<file path="src/rtl/dm_pkg.sv">
// Debug-module DMI types shared between the DTM-side controller and the DM.
// Latency: n/a (types and constants only).
// Backpressure: n/a.
package dm;

  // DMI operation field as shifted in through the dmi register
  typedef enum logic [1:0] {
    DTMNop   = 2'd0,
    DTMRead  = 2'd1,
    DTMWrite = 2'd2
  } dtm_op_e;

  // Request payload to the DM: addr is most significant, data least
  typedef struct packed {
    logic [6:0]  addr;
    dtm_op_e     op;
    logic [31:0] data;
  } dmi_req_t;

  // Response payload from the DM; resp != 0 signals an operation failure
  typedef struct packed {
    logic [31:0] data;
    logic [1:0]  resp;
  } dmi_resp_t;

  // dtmcs.dmistat codes
  localparam logic [1:0] DMINoError       = 2'd0;
  localparam logic [1:0] DMIReservedError = 2'd1;
  localparam logic [1:0] DMIOPFailed      = 2'd2;
  localparam logic [1:0] DMIBusy          = 2'd3;

endpackage

</file>
<file path="src/rtl/dmi_access_ctrl.sv">
// DMI transaction controller: turns dmi Update-DR pulses into one outstanding DM request.
// Latency: update -> req valid next cycle; response -> idle/data/status next cycle.
// Backpressure: request held stable until ready; a response is always accepted while waiting.
module dmi_access_ctrl
  import dm::*;
#(
  parameter int unsigned TimeoutCycles = 1024
) (
  input  logic        clk_i,
  input  logic        rst_i,
  input  logic        update_i,
  input  logic        capture_i,
  input  logic        dmireset_i,
  input  dmi_req_t    dmi_access_i,
  output logic [40:0] dmi_capture_o,
  output logic [1:0]  dmi_status_o,
  output logic        dmi_req_valid_o,
  input  logic        dmi_req_ready_i,
  output dmi_req_t    dmi_req_o,
  input  logic        dmi_resp_valid_i,
  output logic        dmi_resp_ready_o,
  input  dmi_resp_t   dmi_resp_i
);

  // A zero timeout disables the timer; keep the counter at least one bit wide
  localparam int unsigned TimerW = (TimeoutCycles == 0) ? 1 : $clog2(TimeoutCycles + 1);
  localparam logic [TimerW-1:0] TimerLimit = TimerW'(TimeoutCycles);

  typedef enum logic [1:0] {
    StIdle,
    StIssue,
    StWaitResp,
    StDrain
  } state_e;

  state_e            state_q;
  dmi_req_t          req_q;
  logic [31:0]       data_q;
  logic [1:0]        error_q;
  logic [TimerW-1:0] timer_q;
  logic              req_valid_q;
  logic              resp_ready_q;
  logic [1:0]        capture_op;

  // Transaction FSM, sticky error and registered handshake outputs
  always_ff @(posedge clk_i or posedge rst_i) begin
    if (rst_i) begin
      state_q      <= StIdle;
      req_q        <= '0;
      data_q       <= '0;
      error_q      <= DMINoError;
      timer_q      <= '0;
      req_valid_q  <= 1'b0;
      resp_ready_q <= 1'b0;
    end else begin
      // Clear has lowest priority: any error raised below in this cycle overrides it
      if (dmireset_i) begin
        error_q <= DMINoError;
      end
      // Host touched the register mid-transaction; only the first error is kept
      if ((update_i || capture_i) && (state_q != StIdle) && (error_q == DMINoError)) begin
        error_q <= DMIBusy;
      end

      case (state_q)
        StIdle: begin
          if (update_i && (error_q == DMINoError) &&
              ((dmi_access_i.op == DTMRead) || (dmi_access_i.op == DTMWrite))) begin
            req_q       <= dmi_access_i;
            req_valid_q <= 1'b1;
            state_q     <= StIssue;
          end
        end

        StIssue: begin
          if (dmi_req_ready_i) begin
            req_valid_q  <= 1'b0;
            resp_ready_q <= 1'b1;
            timer_q      <= '0;
            state_q      <= StWaitResp;
          end
        end

        StWaitResp: begin
          if (dmi_resp_valid_i) begin
            // Reads return DM data; writes leave the written word visible at capture
            if (req_q.op == DTMRead) begin
              data_q <= dmi_resp_i.data;
            end else begin
              data_q <= req_q.data;
            end
            // A failing response outranks a busy raised in the same cycle
            if (dmi_resp_i.resp != 2'd0) begin
              error_q <= DMIOPFailed;
            end
            resp_ready_q <= 1'b0;
            state_q      <= StIdle;
          end else if ((TimeoutCycles != 0) && (timer_q == TimerLimit)) begin
            // DM looks hung: flag failure and swallow whatever response arrives later
            error_q <= DMIOPFailed;
            state_q <= StDrain;
          end else begin
            timer_q <= timer_q + TimerW'(1);
          end
        end

        StDrain: begin
          if (dmi_resp_valid_i) begin
            resp_ready_q <= 1'b0;
            state_q      <= StIdle;
          end
        end

        default: begin
          state_q      <= StIdle;
          req_valid_q  <= 1'b0;
          resp_ready_q <= 1'b0;
        end
      endcase
    end
  end

  // Op field reported at Capture-DR, derived only from registered state
  always_comb begin
    capture_op = DMINoError;
    if (error_q != DMINoError) begin
      capture_op = error_q;
    end else if (state_q != StIdle) begin
      capture_op = DMIBusy;
    end
  end

  assign dmi_capture_o    = {req_q.addr, data_q, capture_op};
  assign dmi_status_o     = error_q;
  assign dmi_req_valid_o  = req_valid_q;
  assign dmi_req_o        = req_q;
  assign dmi_resp_ready_o = resp_ready_q;

endmodule

</file>
<file path="config.mk">
export PLATFORM = sky130hd
export DESIGN_NAME = dmi_access_ctrl
export DESIGN_NICKNAME = d
export VERILOG_FILES = /design/src/rtl/dm_pkg.sv /design/src/rtl/dmi_access_ctrl.sv
export SDC_FILE = /design/constraint.sdc
export NUM_CORES = 1
export LEC_CHECK = 0
export BUFFER_PORTS_ARGS = -buffer_cell sky130_fd_sc_hd__buf_2
export CORE_MARGIN = 4
export CORE_UTILIZATION = 48
export CTS_CLUSTER_SIZE = 40
export DETAILED_ROUTE_END_ITERATION = 10
export PLACE_DENSITY = 0.87
export SLEW_MARGIN = 20
export SYNTH_ARGS = -nofsm -noshare
export SYNTH_HDL_FRONTEND = slang
export SYNTH_SLANG_ARGS = --single-unit
</file>
<file path="constraint.sdc">
create_clock -name clk_i -period 4.55 [get_ports clk_i]
set_clock_uncertainty 0.2 [all_clocks]
set_input_delay 1.1375 -clock clk_i [delete_from_list [all_inputs] [get_ports clk_i]]
set_output_delay 1.1375 -clock clk_i [all_outputs]
set_load 0.01 [all_outputs]
</file>
=== Word level (Yosys, flattened, before mapping) ===
Cells that the tools add are included.

* Bits in read-only memories: 0
* Flip-flop bits (word level): 90
* Word-level logic and storage cells: 70
* Input port bits: 82
* Bits in latches: 0
* Memories kept: 0
* Output and inout bits: 86
* Bits in writable memories: 0

* Equality and inequality tests: 14
* Magnitude comparators: 0
* Div/mod/pow operators: 0
* $add $sub $neg: 1
* Shift operators: 0
* Muxes and demuxes: 25
* $mul: 0
* Reductions and logical operators: 21
* Bitwise logic cells: 0

{| class="wikitable"
|+ Operators with widths
! kind !! number
|-
| two-way mux 11 bit || 3
|-
| two-way mux 32 bit || 1
|-
| two-way mux 2 bit || 13
|-
| case mux 11 bit (2 select lines) || 1
|-
| nonzero test 2 bit || 6
|-
| adder 11 x 1 -> 11 bit (second input constant) || 1
|-
| == test 11 bit (second input constant) || 1
|-
| inequality test 2 bit (second input constant) || 5
|-
| case mux 2 bit (4 select lines) || 1
|-
| AND reduction 4 bit || 2
|-
| == test 2 x 1 -> 1 bit (second input constant) || 3
|-
| == test 2 bit (second input constant) || 3
|-
| AND reduction 3 bit || 2
|-
| logical AND 1 bit || 4
|-
| zero test 2 bit || 2
|-
| two-way mux 1 bit || 4
|-
| case mux 1 bit (2 select lines) || 2
|-
| AND reduction 2 bit || 2
|-
| inequality test 3 bit (second input constant) || 1
|-
| logical OR 1 bit || 2
|-
| inequality test 2 x 1 -> 1 bit (second input constant) || 1
|-
| OR reduction 2 bit || 1
|}

=== Logic depth before layout (Yosys ltp) ===
* Depth after elaboration: 7
* Mapped depth: 7
* Depth with buffers taken out: 6

=== Least setup slack after synthesis ===
No wires, ideal clock.

* Kind: input -> register
* From: input dmi_access_i[32] (netlist name)
* To: register req_q, in the netlist dmi_capture_o[40]
* Cell stages on the path: 5
* Arrival time: 2.170 ns
* Setup slack: 2.052 ns
* Buffers on the path: 1
* Required time: 4.222 ns
* Setup time: 0.128 ns
* Path through: xnor2_1 -> nor4b_2 -> nand2_1 -> buf_2 -> mux2_1

* Longest elaborated chain between the ends: 4
* Elaborated cells between the ends (all ways): 5
* Classes of those cells: eq/ne (2); reduce/logical (3)

{| class="wikitable"
|+ Ends and longest elaborated chain
! element !! RTL line !! source
|-
| from (decl) || dmi_access_ctrl.sv:14 || <nowiki>input dmi_req_t dmi_access_i,</nowiki>
|-
| == test 2 x 1 -> 1 bit or == test 2 bit (tied branches) || dmi_access_ctrl.sv:68 || <nowiki>((dmi_access_i.op == DTMRead) || (dmi_access_i.op == DTMWrite))) begin</nowiki>
|-
| logical OR 1 bit * || dmi_access_ctrl.sv:68 ||
|-
| logical AND 1 bit * || dmi_access_ctrl.sv:67 || <nowiki>if (update_i && (error_q == DMINoError) &&</nowiki>
|-
| AND reduction 2 bit (no line) * || -- ||
|-
| to (signal assigned) || dmi_access_ctrl.sv:69 || <nowiki>req_q <= dmi_access_i;</nowiki>
|-
| to (decl) || dmi_access_ctrl.sv:37 || <nowiki>dmi_req_t req_q;</nowiki>
|}

Every way passes the cells marked *; elsewhere a longest branch is shown, timed or not.
A chain may end at the register's enable or synchronous reset.

=== Worst setup path after layout ===
* From: input dmi_access_i[33] (netlist name)
* To: register req_q, in the netlist dmi_req_o[19]

The elaborated chain is that of the path after synthesis.

==> flow_metrics.py <==
metrics = {
    "outcome": {
        "status": "completed",
    },
    "timing": {
        "rsz0062_at_grt": "false",
        "final-hold-violation-count": 0,
        "tightest_slew_ns": 1.05,
        "finalCritPeriodShare_pct": 67.3,
        "slew-limit-headroom_pct": 29.8,
        "setup_viol": 0,
        "fin_crit_ns": 3.06,
        "fmax_mhz": 326,
        "slew_viol_final": 0,
        "setup_tns_ns": 0,
    },
    "logic_synthesis": {
        "ys_top_cells_by_area": "dfrtp_1 (55%), mux2i_1 (7.8%), mux2_2 (5.8%)",
        "synth_flop_cell": "dfrtp_1",
        "yosys.area.top_type_share_pct": 55.2,
        "syn_nets": 435,
        "ys_types": 40,
        "netlist_instances": 351,
        "syn_area_um2": 4080,
        "synth_warnings": 0,
        "synth_edf_count": 0,
        "yosysTopAreaCell": "dfrtp_1",
        "yosysSeqAreaShare_pct": 55.2,
        "synth_async_sr_flop_share_pct": 100,
        "ys_ff_latch": 90,
        "syn_area_per_cell_um2": 11.6,
    },
    "drt": {
        "wl_mm": 10.3,
        "drt-vias-per-instance": 5.38,
        "vias": 3316,
        "drt-initial-drc-count": 81,
        "drt_pass1_iterations": 4,
        "ant_nets": 0,
        "route.detailed.drc": 0,
        "avgRoutedWirePerCell_um": 16.6,
    },
    "final_layout": {
        "area_growth_pct": 27.3,
        "final_common_cell": "buf_2",
        "num-nets-final": 590,
        "num-fill-cells": 670,
        "multi_input_area_um2": 1680,
        "regArea_um2": 2250,
        "drive_gt1_share_pct": 43.6,
        "num_antenna_cells": 0,
        "final_cell_mix": "buf_2 (167), dfrtp_1 (90), o21ai_0 (41)",
    },
    "critical_path": {
        "r2r_end": "data_q[14]$_DFFE_PP0P_",
        "r2r-start": "state_q[1]$_DFFE_PP0P_",
        "path_buf_inv": 1,
        "cpMaxStageDelayCell": "nand2_2",
        "crit_path_end_kind": "flip-flop",
        "crit_arrival_ns": 3.09,
        "path_cells": "buf_2 > xnor2_1 > nor4b_2 > nand2_2 > mux2_1",
        "reg2reg_depth": 4,
        "slowest_delay_ns": 0.67,
        "startpoint_type": "input port",
        "path_class": "input port to flip-flop",
        "cp_top_family": "simple AND/OR/NAND/NOR gates",
        "cp.required_ns": 4.58,
        "worstPathMaxFanout": 41,
        "rrSetupSlack_ns": 1.99,
    },
    "grt": {
        "grt_overflow": 0,
        "grt_usage_pct": 20.2,
        "first_global_vias": 3406,
        "antenna_found_initial": 0,
        "grt_max_degree": 65,
        "grt_pass1_wl_mm": 16.2,
    },
    "flow_run": {
        "drv_cap": 0,
    },
    "clock_network": {
        "root_buffer": "clkbuf_8",
        "ctsHoldBuffers": 0,
        "post_cts.repair.setup_buffers": 0,
        "tritoncts": "built",
        "clk_path_buf_depth": 2,
        "cts_resized": 0,
        "numCtsBuffers": 9,
        "clock_latency_ns": 0.35,
        "clock_sinks": 90,
        "path_clk_slew_ns": 0.09,
        "htreeDepth": 3,
    },
    "hold_path": {
        "worstHoldStart": "data_q[26]$_DFFE_PP0P_",
        "min_path_type": "flip-flop to flip-flop",
        "whs_endpoint": "data_q[26]$_DFFE_PP0P_",
        "min_path_cells": 2,
    },
    "die": {
        "die-width_um": 100,
        "rows": 33,
        "core_um2": 8260,
        "dieHeight_um": 100,
        "initial_utilization_pct": 49.4,
        "io_pins": 168,
        "dieArea_um2": 10000,
    },
    "pwr": {
        "finalPower_w": 0.00345,
        "p_leak_nw": 2.62,
        "ir_drop_uv": 287,
        "power_density_nw_per_um2": 663,
    },
    "place": {
        "place_congestion": 0.859,
        "io_buffers": 167,
        "hpwl_mm": 7.81,
    },
}
-- worst min-delay path: stages (launching register included) --
cell and delay, ns:
dfrtp_1 0.35, nand2_1 0.04, o21ai_0 0.06
-- registers in the layout, indices dropped and copies added, names as in the netlist --
name	cells
state_q	2
dmi_status_o	2
data_q	32
dmi_resp_ready_o	1
dmi_capture_o	7
dmi_req_valid_o	1
dmi_req_o	34
timer_q	11
-- logic make-up (layout without fill, tap and decap cells) --
logic type | after synthesis | in the layout | share of synthesized area, %
flops | 90 | 90 | 55.2
mux | 73 | 73 | 19.2
buf+inv | 33 | 193 | 4.11
compound gates | 65 | 65 | 9.93
xor+xnor | 1 | 1 | 0.215
fa+ha+maj | 2 | 2 | 0.613
simple gates | 87 | 87 | 10.8
-- final cells by class --
type / count / share of cell area (%)
Clock buffer: 10 / 2.65
Clock inverter: 6 / 1.85
Inverter: 7 / 0.529
Multi-Input combinational cell: 228 / 32.2
Sequential cell: 90 / 43.3
Tap cell: 105 / 2.53
Timing Repair Buffer: 170 / 16.9
-- worst max path at each step --
stage,depth (start not counted),end,from
2_1_floorplan,1,data_q[0]$_DFFE_PP0P_,rst_i
3_3_place_gp,5,dmi_req_o[9]$_DFFE_PP0P_,dmi_access_i[33]
3_5_place_dp,5,dmi_req_o[19]$_DFFE_PP0P_,dmi_access_i[33]
4_1_cts,5,dmi_req_o[19]$_DFFE_PP0P_,dmi_access_i[33]
5_1_grt,5,dmi_req_o[19]$_DFFE_PP0P_,dmi_access_i[33]
6_report,5,dmi_req_o[19]$_DFFE_PP0P_,dmi_access_i[33]
-- per-layer routing --
metal	vias to the layer above	wire, um	track usage, %
li1	1541	-	-
met1	1611	4160	25.5
met2	141	5190	35.0
met3	23	664	3.27
met4	0	237	7.67
met5	-	0	0
-- per-stage QoR --
step                area, um^2  std cells  hold slack (ns)  setup WS, ns  utilization (%)
floorplan                 4080        351            0.265         0.877                -
global placement          4940        599            0.258          1.20             59.8
detailed placement        4960        600            0.266          1.13             60.1
CTS                       5200        616            0.286          1.51             63.0
global route              5200        616            0.306          1.35             63.0
finish                    5200        616            0.286          1.49             63.0
-- cell usage after synthesis (7+ instances only) --
cell and number:
buf_2 8, buf_4 7, clkbuf_1 10, dfrtp_1 90
inv_1 7, mux2_1 20, mux2_2 21, mux2i_1 32
nand2_1 39, nand3_1 13, nor3_1 9, o21ai_0 41
-- power by group --
group	internal (W)	total, W	switching [W]
logic	0.000668	0.00143	0.000760
clock network	0.000331	0.000618	0.000287
registers	0.00115	0.00140	0.000255
(Power assumes the default switching activity.)
